==> src/rtl/bcd_display_scanner.sv <==
// Time-multiplexed 7-segment scanner for a packed BCD decade-counter chain.
// Optional build macro: LEADING_ZERO_BLANK_EN blanks leading zero digits (digit0 never blanked).
module bcd_display_scanner #(
    parameter int unsigned DIGITS      = 4,
    parameter int unsigned REFRESH_DIV = 1000,
    parameter bit          ACTIVE_LOW  = 1'b1
) (
    input  logic                  clk,
    input  logic                  decade_rst,
    input  logic [4*DIGITS-1:0]   bcd_in,
    input  logic                  load,
    input  logic                  enable,
    output logic [6:0]            seg,
    output logic [DIGITS-1:0]     an,
    output logic                  frame_done,
    output logic                  bcd_err
);

    localparam int unsigned BCD_W = 4 * DIGITS;
    localparam int unsigned CNT_W = (REFRESH_DIV > 1) ? $clog2(REFRESH_DIV) : 1;
    localparam int unsigned IDX_W = (DIGITS > 1) ? $clog2(DIGITS) : 1;

    localparam logic [CNT_W-1:0]  CNT_LAST = CNT_W'(REFRESH_DIV - 1);
    localparam logic [IDX_W-1:0]  IDX_LAST = IDX_W'(DIGITS - 1);
    localparam logic [6:0]        SEG_OFF  = ACTIVE_LOW ? 7'h7F : 7'h00;
    localparam logic [DIGITS-1:0] AN_OFF   = ACTIVE_LOW ? {DIGITS{1'b1}} : {DIGITS{1'b0}};

    logic [CNT_W-1:0]  cnt_q, cnt_d;
    logic [IDX_W-1:0]  idx_q, idx_d;
    logic [BCD_W-1:0]  shadow_q, shadow_d;
    logic [BCD_W-1:0]  pending_q, pending_d;
    logic              pend_v_q, pend_v_d;
    logic [6:0]        seg_q, seg_d;
    logic [DIGITS-1:0] an_q, an_d;
    logic              frame_done_q, frame_done_d;
    logic              bcd_err_q, bcd_err_d;

    logic              tick_c;
    logic              wrap_c;
    logic [3:0]        digit_c;
    logic              blank_c;
    logic [6:0]        seg_act_c;
    logic [DIGITS-1:0] an_act_c;

    function automatic logic [6:0] bcd_decode(input logic [3:0] d);
        logic [6:0] s;
        case (d)
            4'd0:    s = 7'h3F;
            4'd1:    s = 7'h06;
            4'd2:    s = 7'h5B;
            4'd3:    s = 7'h4F;
            4'd4:    s = 7'h66;
            4'd5:    s = 7'h6D;
            4'd6:    s = 7'h7D;
            4'd7:    s = 7'h07;
            4'd8:    s = 7'h7F;
            4'd9:    s = 7'h6F;
            default: s = 7'h40;
        endcase
        return s;
    endfunction

    // Prescaler and digit index advance
    always_comb begin
        tick_c = enable && (cnt_q == CNT_LAST);
        wrap_c = tick_c && (idx_q == IDX_LAST);
        cnt_d  = cnt_q;
        idx_d  = idx_q;
        if (enable) begin
            cnt_d = tick_c ? '0 : cnt_q + CNT_W'(1);
        end
        if (tick_c) begin
            idx_d = (idx_q == IDX_LAST) ? '0 : idx_q + IDX_W'(1);
        end
    end

    // Pending/shadow capture; shadow only changes at a frame wrap so a frame is coherent
    always_comb begin
        shadow_d  = shadow_q;
        pending_d = pending_q;
        pend_v_d  = pend_v_q;
        if (load) begin
            pending_d = bcd_in;
            pend_v_d  = 1'b1;
        end
        if (wrap_c) begin
            if (load) begin
                shadow_d = bcd_in;
            end else if (pend_v_q) begin
                shadow_d = pending_q;
            end
            pend_v_d = 1'b0;
        end
    end

    // Digit selected for the slot being entered, using the post-wrap shadow
    always_comb begin
        digit_c = '0;
        for (int i = 0; i < DIGITS; i++) begin
            if (idx_d == IDX_W'(i)) begin
                digit_c = shadow_d[4*i +: 4];
            end
        end
    end

`ifdef LEADING_ZERO_BLANK_EN
    // A digit is blank when it and every digit above it are zero
    logic hi_zero_c;
    always_comb begin
        blank_c   = 1'b0;
        hi_zero_c = 1'b1;
        for (int i = DIGITS - 1; i >= 1; i--) begin
            hi_zero_c = hi_zero_c && (shadow_d[4*i +: 4] == 4'd0);
            if (hi_zero_c && (idx_d == IDX_W'(i))) begin
                blank_c = 1'b1;
            end
        end
    end
`else
    assign blank_c = 1'b0;
`endif

    // Output next-state: anode dark during the ghost-guard cycle after each tick
    always_comb begin
        seg_act_c    = blank_c ? 7'h00 : bcd_decode(digit_c);
        an_act_c     = (enable && !tick_c) ? (DIGITS'(1) << idx_q) : '0;
        seg_d        = ACTIVE_LOW ? ~seg_act_c : seg_act_c;
        an_d         = ACTIVE_LOW ? ~an_act_c : an_act_c;
        frame_done_d = wrap_c;
        bcd_err_d    = bcd_err_q || (!blank_c && (digit_c > 4'd9));
    end

    always_ff @(posedge clk or posedge decade_rst) begin
        if (decade_rst) begin
            cnt_q        <= '0;
            idx_q        <= '0;
            shadow_q     <= '0;
            pending_q    <= '0;
            pend_v_q     <= 1'b0;
            seg_q        <= SEG_OFF;
            an_q         <= AN_OFF;
            frame_done_q <= 1'b0;
            bcd_err_q    <= 1'b0;
        end else begin
            cnt_q        <= cnt_d;
            idx_q        <= idx_d;
            shadow_q     <= shadow_d;
            pending_q    <= pending_d;
            pend_v_q     <= pend_v_d;
            seg_q        <= seg_d;
            an_q         <= an_d;
            frame_done_q <= frame_done_d;
            bcd_err_q    <= bcd_err_d;
        end
    end

    assign seg        = seg_q;
    assign an         = an_q;
    assign frame_done = frame_done_q;
    assign bcd_err    = bcd_err_q;

endmodule

==> config.mk <==
export PLATFORM = sky130hd
export DESIGN_NAME = bcd_display_scanner
export DESIGN_NICKNAME = d
export VERILOG_FILES = /design/src/rtl/bcd_display_scanner.sv
export SDC_FILE = /design/constraint.sdc
export NUM_CORES = 1
export LEC_CHECK = 0
export CORE_MARGIN = 4
export CORE_UTILIZATION = 56
export DETAILED_ROUTE_END_ITERATION = 12
export GPL_TIMING_DRIVEN = 0
export PLACE_DENSITY = 0.79
export SYNTH_ARGS = -nofsm -noshare
export SYNTH_HDL_FRONTEND = slang
export SYNTH_SLANG_ARGS = --single-unit
export TNS_END_PERCENT = 100
==> constraint.sdc <==
create_clock -name clk -period 3.6 [get_ports clk]
set_input_delay 0.54 -clock clk [delete_from_list [all_inputs] [get_ports clk]]
set_output_delay 0.54 -clock clk [all_outputs]
set_load 0.01 [all_outputs]
* Word level (Yosys, flattened, before mapping) *
Memory sizes are Yosys's and may differ from the RTL's.
Index checks and enable logic that the tools add are counted.

word-level totals
  register bits after elaboration = 58
  memory bits (read-only) = 112
  output and inout port bits = 13
  memories = 1

cells by class
  add/subtract/negate cells = 2
  $lt $le $gt $ge = 1
  eq/ne operators = 5
  shifts and indexed selects = 1
  muxes and demuxes = 13
  bitwise operators = 2
  reductions and logical operators = 7

memory list
  name              words  width  read ports  clocked after Yosys merged registers in  wr ports  line  text
  (name not given)  16     7      1           0                                        0         47    case (d)

operators by type and width
  operator               number
  $mux 16                3
  $mux 4                 5
  $add 10x1->10 const B  1
  $eq 10x10->1 const B   1
  $mux 10                1
  $not 7->7              1
  $eq 2x2->1 const B     3
  $gt 4x4->1 const B     1
  $mux 2                 2
  $not 4->4              1
  $shl 1x2->4 const A    1
  $logic_and 1x1->1      3
  $add 2x1->2 const B    1
  $eq 2x1->1 const B     1
  $logic_not 2->1        1
  $mux 1                 2
  $reduce_bool 2->1      1
  $logic_not 1->1        1
  $logic_or 1x1->1       1

* Logic depth before layout (Yosys ltp) *
Gate-level depths: netlist (run 1).

  depth after elaboration = 10
  gate-level depth with buffers = 13

* Least setup slack after synthesis (run 1) *
OpenSTA, ideal clock, no wires.

  path kind = in2reg
  start = input load
  end = register seg_q[0], in the netlist seg[0]
  library setup time = 0.085 ns
  arrival time = 2.826 ns
  required time = 3.515 ns
  slack = 0.689 ns
  stages on the path = 12
  path buffers = 2
  cells stage by stage = buf_2 -> o2111ai_2 -> nor3_1 -> buf_2 -> mux2_2 -> mux2_2 -> nor2_1 -> a31oi_1 -> ha_1 -> nor4_1 -> a211o_1 -> o22ai_1

RTL lines
  what                    line  text
  start: declaration      11    input logic load,
  $mux 16                 87    if (load) begin
  $mux 16                 86    if (wrap_c) begin
  via shadow_d[8]         30    logic [BCD_W-1:0] shadow_q, shadow_d;
  $mux 4 (2 in a row)     100   if (idx_d == IDX_W'(i)) begin
  $mem_v2 16x7            n/a
  $not 7->7               127   seg_d = ACTIVE_LOW ? ~seg_act_c : seg_act_c;
  via seg_d[0]            33    logic [6:0] seg_q, seg_d;
  end signal: assignment  150   seg_q <= seg_d;
  end: declaration        33

The timed path passes the listed nets, and every way through them passes these cells.
A chain may end at the register's enable or synchronous reset.

* Final worst setup path (run 1) *
  start = register idx_q[1]
  end = register seg_q[0], in the netlist seg[0]

RTL lines
  what                      line  text
  start: declaration        29    logic [IDX_W-1:0] idx_q, idx_d;
  start signal: assignment  146   idx_q <= idx_d;
  $eq 2x2->1                66    wrap_c = tick_c && (idx_q == IDX_LAST);
  $logic_and 1x1->1         66
  $mux 16                   86
  via shadow_d[8]           30
  $mux 4 (2 in a row)       100
  $mem_v2 16x7              n/a
  $not 7->7                 127
  via seg_d[0]              33

The timed path passes the listed nets, and every way through them passes these cells.

==> results of run 1 <==
==> worst max-delay path, stage by stage, from the launching register on <==
cell and delay (ns):
dfrtp_1 0.46, ha_1 0.34, o2111ai_2 0.29, nor3_2 0.22
buf_2 0.27, mux2_2 0.37, mux2_2 0.26, nor2_1 0.12
a31oi_1 0.09, ha_1 0.26, nor4_1 0.28, a211o_1 0.16
o22ai_1 0.08
==> Yosys cell counts, drive strengths merged, types with 2 or more instances <==
library cell / n / area share (%)
mux2: 16 / 6.0
mux2i: 4 / 1.3
nand3: 12 / 2.4
nor3: 6 / 1.0
a31oi: 4 / 1.3
and4: 3 / 0.97
nand2: 15 / 1.9
dfrtp: 47 / 39
a211o: 3 / 0.88
a41oi: 2 / 0.59
dfstp: 11 / 9.7
nor2: 15 / 2.1
inv: 16 / 2.0
a211oi: 2 / 0.67
o221ai: 2 / 0.80
a22oi: 2 / 0.97
or4: 2 / 0.76
buf: 12 / 3.1
o22a: 3 / 0.88
xor2: 2 / 0.59
a2111oi: 2 / 0.80
o211ai: 3 / 0.92
o22ai: 4 / 0.84
a21oi: 8 / 1.5
o21ai: 4 / 0.67
a21o: 5 / 1.3
nor4: 9 / 2.3
o21a: 2 / 0.50
nand4: 3 / 0.84
ha: 10 / 4.2
and2: 3 / 0.71
a221oi: 4 / 1.4
and3: 3 / 0.63
xnor2: 5 / 1.5
==> repair_timing <==
action,4_1_cts,5_1_grt
gates resized for setup,0,1
setup endpoints to repair,0,2
setup buffers,0,0
==> state kept, by name, summed over array words and instances (netlist names) <==
register    count
pending_q      16
shadow_q       16
cnt_q          10
bcd_err         1
seg             7
an              4
pend_v_q        1
frame_done      1
idx_q           2
==> final timing paths <==
kind,start,to,slack [ns],cells past startpoint
worst min-delay path,shadow_q[14],shadow_q[14],0.49,1
worst min register to register,shadow_q[14],shadow_q[14],0.49,1
max in group asynchronous,decade_rst,seg[5],2.47,3
worst max register to register,idx_q[1],seg[0],0.30,12
worst max-delay path,idx_q[1],seg[0],0.30,12
min in group asynchronous,decade_rst,shadow_q[2],0.51,2
==> cell type report <==
class                   count  share of cell area, %
clock buffers               9                   3.39
plain buffers              13                   2.67
flip-flops and latches     58                   40.1
inverters                  16                   1.64
repair buffers             31                   8.76
well taps                  70                   2.39
multi-input cells         170                   37.2
clock inverters             7                   3.87
==> per-stage QoR <==
stage	setup WS [ns]	cells	util [%]	cell area [µm²]	hold WS (ns)
after floorplan	0.689	257	-	2980	0.441
after global placement	0.314	357	65.5	3370	0.440
after detailed placement	0.256	358	65.9	3390	0.452
after CTS	0.229	374	71.1	3650	0.485
after global routing	0.0441	374	71.2	3660	0.508
final	0.299	374	71.2	3660	0.486
==> metal layers <==
layer | vias up | share of wire (%) | GRT usage [%]
li1 | 1042 | - | -
met1 | 1077 | 43 | 26.4
met2 | 44 | 50 | 35.2
met3 | 17 | 4.4 | 4.77
met4 | 0 | 2.5 | 13.5
met5 | - | 0 | 0
==> power by group <==
part | internal, mW | total [mW] | switching, mW
clock network | 0.529 | 0.799 | 0.270
registers | 0.701 | 0.749 | 0.0477
logic | 0.0765 | 0.142 | 0.0653
total | 1.31 | 1.69 | 0.383
==> cell families (layout without fill, tap and decap cells) <==
| family | Yosys count | in the layout |
|---|---|---|
| AO/OA/AOI/OAI | 57 | 57 |
| flip-flops | 58 | 58 |
| multiplexers | 20 | 20 |
| adder cells (fa/ha/maj) | 10 | 10 |
| buffers and inverters | 29 | 76 |
| AND/OR/NAND/NOR | 76 | 76 |
| XOR/XNOR | 7 | 7 |
==> run summary, run 1 <==
core area = 5140 µm²
critical path type = reg -> reg
max_cap viols = 0
post-synthesis register bit count = 58
final number of setup-violating endpoints = 0
fillers = 403
clk_lat worst skew = 0.35 ns
clock buffer depth = 2
GRT Total Usage = 21.8%
CP required = 3.86 ns
most common flop cell mapped by yosys = dfrtp_1
Leak = 1.57 nW
share of cells above drive strength 1 = 26.0%
warnings from Yosys = 0
total CTS buffers = 9
commonest non-fill, non-tap cells in the layout = 47 x dfrtp_1, 30 x clkdlybuf4s50_1, 15 x nand2_1, 15 x mux2_2
Port Buf Inserts = 30
CTS tree = built
DIE AREA = 6550 µm²
drt first pass iters = 5
CTS root buf = clkbuf_8
vias in the first global route = 2265
max_slew headroom = 54.6%
total power = 1.69 mW
HPWL Detailed = 4.51 mm
CP Launch Type = flip-flop
final wirelength = 6.36 mm
worst vdd ir = 408 µV
largest net degree at the start of global routing = 40
status = finished clean
Syn Area/Cell = 11.6 µm²
Final ANT Viol Nets = 0
RSZ-0062 raised after global routing = false
FF+latch area = 1470 µm²
DRC Markers = 0
Die H = 80.9 µm
fin. max-slew vios = 0
vias = 2180
Cell Area, Synth = 2980 µm²
Max Clk Rate = 0.303 GHz
clk_skew = 0.00820 ns
I/O pin count = 33
diode count = 0
Post-Synth Simple-Gate Area = 15.4%
post-layout net count = 329
Crit. End Element = flip-flop
GPL Wtd Cong = 0.929
synth unique cells = 65
Die X = 80.9 µm
first-pass GRT wire length = 10.7 mm
Post-synth EDFFs = 0
fin crit share = 91.7%
Avg WL per Cell = 17.0 µm
Multi-input gate area = 1360 µm²
initial antenna violation count = 0
Synth Area in XOR/XNOR = 2.06%
register area share after synthesis = 49.2%
Synth Area in Adders = 4.20%
Hold Fails Final Rpt = 0
mux cell area share after synthesis = 7.39%
Mapped Cells = 257
via/cell ratio = 5.83
Worst EP arrival = 3.57 ns
crit-path max FO = 10
grt ovf = 0
Reg clk slew, reported paths = 0.07 ns
Syn Nets = 287
Site Rows = 26
Layout area overhead = 22.8%
DRT iter0 DRCs = 108
cts hold-fix bufs = 0
worst-margin pin slew = 0.663 ns
clk sinks = 58
worst hold path class = reg -> reg
asr flop ratio synth = 100%
main combinational cell family by area after synthesis = compound AO/OA/AOI/OAI gates
Synth Area in Compound Gates = 16.5%
Fin Setup TNS = 0 ns
Period minus WS final = 3.30 ns
most common cell after layout, fill and taps aside = dfrtp_1
initial core utilization = 58.0%
PD cells = 462 nW/µm²
H-tree Lvls = 3
Note: power is estimated with default switching activity, not from simulation.
==> run 2: changes to the inputs <==
--- a/config.mk
+++ b/config.mk
@@ -5,7 +5,6 @@
 export SDC_FILE = /design/constraint.sdc
 export NUM_CORES = 1
 export LEC_CHECK = 0
-export CORE_MARGIN = 4
 export CORE_UTILIZATION = 56
 export DETAILED_ROUTE_END_ITERATION = 12
 export GPL_TIMING_DRIVEN = 0
==> run 2 against run 1 <==
  * First-iteration DRC count rose by 74%
  * Hold slack lost 0.0095 ns
  * Clock skew is 0.00058 ns higher
  * Via count increased by 1.9%
  * Final cell count is the same
  * Sequential power is essentially flat
  * Die area fell by 14%
  * Register-to-register slack improved by 0.03 ns
  * Clock power about the same
  * Core utilization rose by 0.55 points
  * Global-route usage rose by 3.6 points
  * Critical endpoint unchanged
==> run summary, run 2 (synthesis results as in run 1) <==
final wirelength = 6.38 mm (was 6.36 mm)
CP Launch Type = flip-flop (unchanged)
# placed instances = 358 (unchanged)
total CTS buffers = 9 (unchanged)
status = finished clean (unchanged)
I/O pin count = 33 (unchanged)
post-layout net count = 329 (unchanged)
initial antenna violation count = 0 (unchanged)
total power = 1.70 mW (was 1.69 mW)
CTS root buf = clkbuf_8 (unchanged)
worst hold start = bcd_err (was shadow_q[14])
GPL Wtd Cong = 0.912 (was 0.929)
final core occ = 71.7% (was 71.2%)
first-pass GRT wire length = 10.3 mm (was 10.7 mm)
CTS tree = built (unchanged)
most used cell, CP = mux2_2
Leak = 1.57 nW (about the same)
reg2reg start = idx_q[1] (unchanged)
Setup crit start = idx_q[1] (unchanged)
Worst EP arrival = 3.53 ns (was 3.57 ns)
vias in the first global route = 2147 (was 2265)
grt ovf = 0 (unchanged)
Avg WL per Cell = 17.1 µm (was 17.0 µm)
worst r2r path cells = 12 (unchanged)
Final ANT Viol Nets = 0 (unchanged)
initial core utilization = 58.3% (was 58.0%)
Largest regs = pending_q: 16 flops, shadow_q: 16 flops, cnt_q: 10 flops (unchanged)
worst-margin pin slew = 0.747 ns (was 0.663 ns)
Die H = 74.9 µm (was 80.9 µm)
share of cells above drive strength 1 = 26.3% (was 26.0%)
drt first pass iters = 4 (was 5)
largest net degree at the start of global routing = 32 (was 40)
crit-path max FO = 10 (unchanged)
max_slew headroom = 49.8% (was 54.6%)
clk_lat worst skew = 0.34 ns (was 0.35 ns)
DRC Markers = 0 (unchanged)
Layout area overhead = 22.9% (was 22.8%)
clk sinks = 58 (unchanged)
worst vdd ir = 351 µV (was 408 µV)
worst hold path class = reg -> reg (unchanged)
Fin Setup TNS = 0 ns (unchanged)
core area = 5110 µm² (was 5140 µm²)
Site Rows = 26 (unchanged)
Post-Layout Cell Count = 374 (unchanged)
Hold Fails Final Rpt = 0 (unchanged)
H-tree Lvls = 3 (unchanged)
cts hold-fix bufs = 0 (unchanged)
RSZ-0062 raised after global routing = false (unchanged)
DRT iter0 DRCs = 188 (was 108)
DIE AREA = 5620 µm² (was 6550 µm²)
Crit-path slowest cell = dfrtp_1 (unchanged)
Max Clk Rate = 0.306 GHz (was 0.303 GHz)
fillers = 379 (was 403)
Period minus WS final = 3.27 ns (was 3.30 ns)
Hold Path Stages = 1 (unchanged)
fin crit share = 90.9% (was 91.7%)
final number of setup-violating endpoints = 0 (unchanged)
Max stage delay on crit path = 0.46 ns (about the same)
Reg clk slew, reported paths = 0.07 ns (about the same)
Port Buf Inserts = 30 (unchanged)
PD cells = 463 nW/µm² (was 462 nW/µm²)
vias = 2222 (was 2180)
commonest non-fill, non-tap cells in the layout = 47 x dfrtp_1, 30 x clkdlybuf4s50_1, 15 x nand2_1, 15 x mux2_2 (unchanged)
GRT Total Usage = 25.4% (was 21.8%)
clock buffer depth = 2 (unchanged)
HPWL Detailed = 4.26 mm (was 4.51 mm)
diode count = 0 (unchanged)
fin. max-slew vios = 0 (unchanged)
clk_skew = 0.00878 ns (was 0.00820 ns)
cells along the critical path = ha_2, o2111ai_2, nor3_2, clkbuf_4, mux2_2, mux2_2, nor2_1, a31oi_1, ha_1, nor4_1, a211o_1, o22ai_1 (was ha_1, o2111ai_2, nor3_2, buf_2, mux2_2, mux2_2, nor2_1, a31oi_1, ha_1, nor4_1, a211o_1, o22ai_1)
max_cap viols = 0 (unchanged)
via/cell ratio = 5.94 (was 5.83)
Crit. End Element = flip-flop (unchanged)
CP required = 3.86 ns (about the same)
critical path type = reg -> reg (unchanged)
most common cell after layout, fill and taps aside = dfrtp_1 (unchanged)
Die X = 74.9 µm (was 80.9 µm)
==> run 2: cell count changes in the layout (fill, tap and decap cells not counted) <==
cell / before / now
ha_2: 0 / 1
clkbuf_4: 0 / 1
buf_2: 6 / 5
ha_1: 10 / 9
==> run 2: area by class of cell <==
class | count | area (µm²) | area share (%)
buffer | 13 | 100 | 2.73
clock inverter | 7 | 141 | 3.86
multi-input combinational | 170 | 1360 | 37.2
timing repair buffer | 31 | 320 | 8.75
sequential | 58 | 1470 | 40.0
tap | 70 | 87.6 | 2.39
inverter | 16 | 60.1 | 1.64
clock buffer | 9 | 124 | 3.38
==> run 2: layer usage <==
metal  track usage (%)  up-vias  wire, µm
met5                 0        -         0
met4              11.1        0       110
met3              6.96       12       334
met2              40.2       69      3100
met1              33.0     1106      2830
li1                  -     1035         -
==> run 2: worst max-delay path: cells and delay by family (launching register included) <==
family | cells | cell delay, ns
buf+inv | 1 | 0.26
compound gates | 4 | 0.63
fa+ha+maj | 2 | 0.57
simple gates | 3 | 0.64
flops | 1 | 0.46
mux | 2 | 0.62
==> run 2: power breakdown <==
part	internal, mW	switching [mW]	total (mW)
clock	0.530	0.272	0.801
combinational	0.0778	0.0683	0.146
sequential	0.701	0.0486	0.749
total	1.31	0.389	1.70
==> run 2: repair_timing <==
action | CTS | global route
gates resized for setup | 0 | 3
setup endpoints to repair | 0 | 2
buffers inserted | 0 | 0
==> run 2: metrics by stage <==
stage	hold WS (ns)	area, µm²	setup WS, ns
4_1_cts	0.478	3650	0.229
5_1_grt	0.500	3660	0.101
6_report	0.477	3660	0.328
3_5_place_dp	0.449	3390	0.253
2_1_floorplan	0.441	2980	0.689
3_3_place_gp	0.456	3370	0.320
==> run 2: path summary, 6_finish.rpt <==
path / endpoint / slack [ns]
max: seg[0] / 0.33
max in group asynchronous: seg[1] / 2.35
min in group asynchronous: pending_q[5] / 0.61
min: bcd_err / 0.48
max reg2reg: seg[0] / 0.33
min reg2reg: bcd_err / 0.48
